[src/rtl/accum_pkg.sv]
// Shared definitions for the accumulator: operation encoding and its width.
package accum_pkg;

    localparam int unsigned OP_W = 2;

    typedef enum logic [OP_W-1:0] {
        OP_ADD  = 2'd0,
        OP_SUB  = 2'd1,
        OP_LOAD = 2'd2,
        OP_CLR  = 2'd3
    } op_e;

endpackage

[src/rtl/addsub_core.sv]
// Combinational ripple-carry adder/subtractor: sum = a + (sub ? ~b + 1 : b).
module addsub_core #(
    parameter int unsigned WIDTH = 8
) (
    input  logic [WIDTH-1:0] a,
    input  logic [WIDTH-1:0] b,
    input  logic             sub,
    output logic [WIDTH-1:0] sum,
    output logic             carry,
    output logic             v
);

    logic [WIDTH-1:0] w_b_eff;
    logic [WIDTH:0]   w_c;

    always_comb begin
        w_b_eff = b ^ {WIDTH{sub}};
        w_c     = '0;
        sum     = '0;
        w_c[0]  = sub;
        for (int i = 0; i < int'(WIDTH); i++) begin
            sum[i]   = a[i] ^ w_b_eff[i] ^ w_c[i];
            w_c[i+1] = (a[i] & w_b_eff[i]) | (w_c[i] & (a[i] ^ w_b_eff[i]));
        end
    end

    assign carry = w_c[WIDTH];
    // Signed overflow: carry into the MSB differs from carry out of it.
    assign v     = w_c[WIDTH] ^ w_c[WIDTH-1];

endmodule

[src/rtl/accum_addsub.sv]
// Two-stage accumulator: stage 1 registers the request, stage 2 updates acc and flags,
// with optional signed saturation and a sticky overflow flag.
module accum_addsub
    import accum_pkg::*;
#(
    parameter int unsigned WIDTH    = 8,
    parameter bit          SATURATE = 1'b0
) (
    input  logic             clk,
    input  logic             rst,
    input  logic             in_valid,
    input  logic [OP_W-1:0]  op,
    input  logic [WIDTH-1:0] a,
    input  logic             sticky_clr,
    output logic             out_valid,
    output logic [WIDTH-1:0] acc,
    output logic             carry_out,
    output logic             ovr,
    output logic             ovr_sticky
);

    localparam logic [WIDTH-1:0] SatMax = {1'b0, {(WIDTH-1){1'b1}}};
    localparam logic [WIDTH-1:0] SatMin = {1'b1, {(WIDTH-1){1'b0}}};

    logic [WIDTH-1:0] r_a;
    op_e              r_op;
    logic             r_v;
    logic [WIDTH-1:0] r_acc;
    logic             r_carry;
    logic             r_ovr;
    logic             r_sticky;
    logic             r_out_valid;

    logic [WIDTH-1:0] w_sum;
    logic             w_cout;
    logic             w_v;
    logic             w_sub;
    logic             w_arith;
    logic             w_b_msb;
    logic [WIDTH-1:0] w_sat;
    logic [WIDTH-1:0] w_acc_d;
    logic             w_carry_d;
    logic             w_ovr_d;
    logic             w_sticky_d;

    assign w_sub   = (r_op == OP_SUB);
    assign w_arith = (r_op == OP_ADD) || (r_op == OP_SUB);

    addsub_core #(
        .WIDTH(WIDTH)
    ) u_core (
        .a    (r_acc),
        .b    (r_a),
        .sub  (w_sub),
        .sum  (w_sum),
        .carry(w_cout),
        .v    (w_v)
    );

    // Overflow only happens with equal operand signs, so the accumulator sign picks the rail.
    assign w_b_msb = r_a[WIDTH-1] ^ w_sub;
    assign w_sat   = (!r_acc[WIDTH-1] && !w_b_msb) ? SatMax : SatMin;

    always_comb begin
        w_acc_d   = r_acc;
        w_carry_d = r_carry;
        w_ovr_d   = r_ovr;
        if (r_v) begin
            unique case (r_op)
                OP_ADD, OP_SUB: begin
                    w_acc_d   = (SATURATE && w_v) ? w_sat : w_sum;
                    w_carry_d = w_cout;
                    w_ovr_d   = w_v;
                end
                OP_LOAD: begin
                    w_acc_d   = r_a;
                    w_carry_d = 1'b0;
                    w_ovr_d   = 1'b0;
                end
                OP_CLR: begin
                    w_acc_d   = '0;
                    w_carry_d = 1'b0;
                    w_ovr_d   = 1'b0;
                end
            endcase
        end
        // Set wins over clear.
        w_sticky_d = (r_v && w_arith && w_v) || (r_sticky && !sticky_clr);
    end

    always_ff @(posedge clk or negedge rst) begin
        if (!rst) begin
            r_a         <= '0;
            r_op        <= OP_ADD;
            r_v         <= 1'b0;
            r_acc       <= '0;
            r_carry     <= 1'b0;
            r_ovr       <= 1'b0;
            r_sticky    <= 1'b0;
            r_out_valid <= 1'b0;
        end else begin
            r_a         <= a;
            r_op        <= op_e'(op);
            r_v         <= in_valid;
            r_acc       <= w_acc_d;
            r_carry     <= w_carry_d;
            r_ovr       <= w_ovr_d;
            r_sticky    <= w_sticky_d;
            r_out_valid <= r_v;
        end
    end

    assign out_valid  = r_out_valid;
    assign acc        = r_acc;
    assign carry_out  = r_carry;
    assign ovr        = r_ovr;
    assign ovr_sticky = r_sticky;

endmodule

[config.mk]
export PLATFORM = sky130hd
export DESIGN_NAME = accum_addsub
export DESIGN_NICKNAME = d
export VERILOG_FILES = /design/src/rtl/accum_pkg.sv /design/src/rtl/addsub_core.sv /design/src/rtl/accum_addsub.sv
export SDC_FILE = /design/constraint.sdc
export NUM_CORES = 1
export LEC_CHECK = 0
export CAP_MARGIN = 20
export CORE_ASPECT_RATIO = 2
export CORE_MARGIN = 5
export CORE_UTILIZATION = 30
export DETAILED_ROUTE_END_ITERATION = 16
export GPL_TIMING_DRIVEN = 0
export PLACE_DENSITY = 0.56
export SYNTH_ARGS = -nofsm -noshare
export SYNTH_HDL_FRONTEND = slang
export SYNTH_SLANG_ARGS = --single-unit
[constraint.sdc]
create_clock -name clk -period 4.34 [get_ports clk]
set_input_delay 0.868 -clock clk [delete_from_list [all_inputs] [get_ports clk]]
set_output_delay 0.868 -clock clk [all_outputs]
set_load 0.005 [all_outputs]
==> metrics.cfg <==
[worst_setup_path]
path_common_cell=fa_1
cp-start-kind=register
critPathKind=register to register
crit_family=adder cells
path_cells=and2b_1 -> buf_4 -> xnor2_1 -> fa_1 -> fa_1 -> fa_1 -> fa_1 -> inv_1 -> fa_1 -> fa_1 -> fa_1 -> nor2b_1 -> a21oi_1 -> a21oi_1
crit_arrival_ps=3970
cp_max_fo=8
critPathBufInv=2
crit_path_end_kind=register
slowest_delay_ps=420
required_ps=4490
critPathSlowestCell=fa_1

[detailed_routing]
vias=713
ant_nets=0
drtPass1Iterations=2
vias_per_cell=4.75
drc=0
wl_per_cell_um=13.1
drt-initial-drc-count=6
wirelength_um=1970

[synthesis]
synth_top_family_by_area=adder cells
synth_flop_cell=dfrtp_1
synth-edff-count=0
netlist_area_sq_mm=0.00104
syn_nets=109
synth_cells=88
synth_area_per_cell_sq_um=11.9
async_flop_share=1.00
yosysUniqueCellTypes=20
yosysWarnings=0
synth_xor_area_frac=0.0671
ys_seq_area_frac=0.551
synthSimpleGateAreaFrac=0.0719
synth_top_area_share=0.551
synthMuxAreaShare=0.00958
synth_area_leaders=dfrtp_1 55%, fa_1 13%, a21oi_1 7.2%, xnor2_1 4.2%, o21ai_0 3.4%
ys_ff_latch=23
yosysTopAreaCell=dfrtp_1
synth_compound_gate_area_share=0.113
yosys.area_share.adder=0.134

[sta]
final_max_slew_viol_count=0
fin_crit_ps=3820
worst_pin_slew_ps=473
rsz0062_at_grt=no
fin_crit_sh=0.881
hold_viol=0
max_freq_ghz=0.262
skew_ps=4.66
slew_headroom=0.684
fin_tns_setup_ps=0
setup_viol=0
hold_ws_ps=514

[global_route]
grt_max_degree=24
grt.met3_usage=0.0191
gr-usage-all-layers=0.0911
busiest_layer=met2
antenna_found_initial=0
overflow=0
grt_pass1_vias=756
grt_pass1_wl_um=3320
use_met2=0.173
use_met1=0.0894

[power_and_ir_drop]
power.density_mw_per_mm2=421
ir_worst_vdd_uv=211
total_leakage_power_nw=0.605

[place]
gp_congestion=0.695
portBuffers=25
dpl_cell_area_sq_mm=0.00134
dp_hpwl_um=1580

[cts]
cts.hold.buffers_added=0
cts-htree-levels=1
path_clk_slew_ps=80
max-clock-path-buffers=2
cts_root_buf=clkbuf_8
cts_sinks=23
cts_tree=yes
cts_made_buffers=3
cts_setup_buffers=0
cts_resized=0
clk-insertion-delay-late_ps=270

[die]
core_sq_mm=0.00338
dieArea_sq_mm=0.00483
io_pins=26
row_count=30
die_width_um=51.7
die_height_um=93.5
start_util=0.309

[layout]
fill_cells=337
layout_commonest_cell=clkdlybuf4s50_1
seqCellArea_sq_um=576
layout-drive-gt1-share=0.0763
area_growth_pct=33.5
nets=140
multi_input_area_sq_um=413
layout_common_cells=25 x clkdlybuf4s50_1, 23 x dfrtp_1, 15 x a21oi_1
antenna_cells=0
final_cell_area_sq_mm=0.00140

[run_status]
status=finished clean

[worst_hold_path]
min_path_type=register to register

[flow_run]
cap_violations=0

==> worst paths after layout <==
| check | startpoint | endpoint | slack, ps | cells after the start |
|---|---|---|---|---|
| worst min-delay path | r_v | out_valid | 510 | 0 |
| worst min register to register | r_v | out_valid | 510 | 0 |
| worst max register to register | r_op[1] | acc[7] | 520 | 14 |
| max in group asynchronous | rst | r_a[5] | 2970 | 2 |
| min in group asynchronous | rst | acc[1] | 920 | 1 |
| worst max-delay path | r_op[1] | acc[7] | 520 | 14 |
==> where the power goes <==
group	leakage [nW]	switching (mW)	internal (mW)
Combinational	0.310	0.0772	0.109
Sequential	0.273	0.0229	0.245
Clock	0.0228	0.0682	0.0656
Total	0.605	0.168	0.420
==> kinds of logic after synthesis <==
family                     after synthesis
xor gates and xnor gates                 8
adders and majority gates                7
buffers and inverters                   13
and+or+nand+nor                         13
muxes                                    1
DFF                                     23
AOI/OAI and AO/OA                       23
==> cell type report <==
| cell class | count | share of cell area |
|---|---|---|
| multi-input cells | 52 | 0.296 |
| repair buffers | 26 | 0.190 |
| well taps | 32 | 0.0287 |
| inverters | 9 | 0.0242 |
| flip-flops and latches | 23 | 0.413 |
| plain buffers | 4 | 0.0161 |
| clock buffers | 4 | 0.0323 |
==> per-layer routing <==
layer  wire (um)  vias up
li1            -      341
met1         676      355
met2        1170       13
met3          75        4
met4          43        0
met5           0        -
==> registers in the layout, indices dropped and copies added, names as in the netlist <==
register and cells:
r_a 8, out_valid 1, r_v 1, acc 8
carry_out 1, ovr 1, r_op 2, ovr_sticky 1
==> per-stage QoR <==
stage          cells   util  setup slack, ps  total power, mW
2_1_floorplan     88      -              745            0.367
3_3_place_gp     145  0.395              538            0.455
3_5_place_dp     145  0.395              515            0.462
4_1_cts          149  0.409              477            0.598
5_1_grt          150  0.413              327            0.631
6_report         150  0.413              518            0.588
==> synthesized netlist by cell type (2+ instances only) <==
cell	count
inv_1	8
o21ai_0	7
buf_2	2
xnor2_1	5
nor2_1	4
and2b_1	3
xor2_1	3
a21oi_1	15
fa_1	7
dfrtp_1	23
nor2b_1	2
==> worst reg2reg max path, delay by kind of cell (launching register included) <==
family,cells,cell delay [ps]
compound gates,2,200
flops,1,380
simple gates,2,320
buf+inv,2,250
fa+ha+maj,7,2420
xor+xnor,1,150
(Power assumes the default switching activity.)
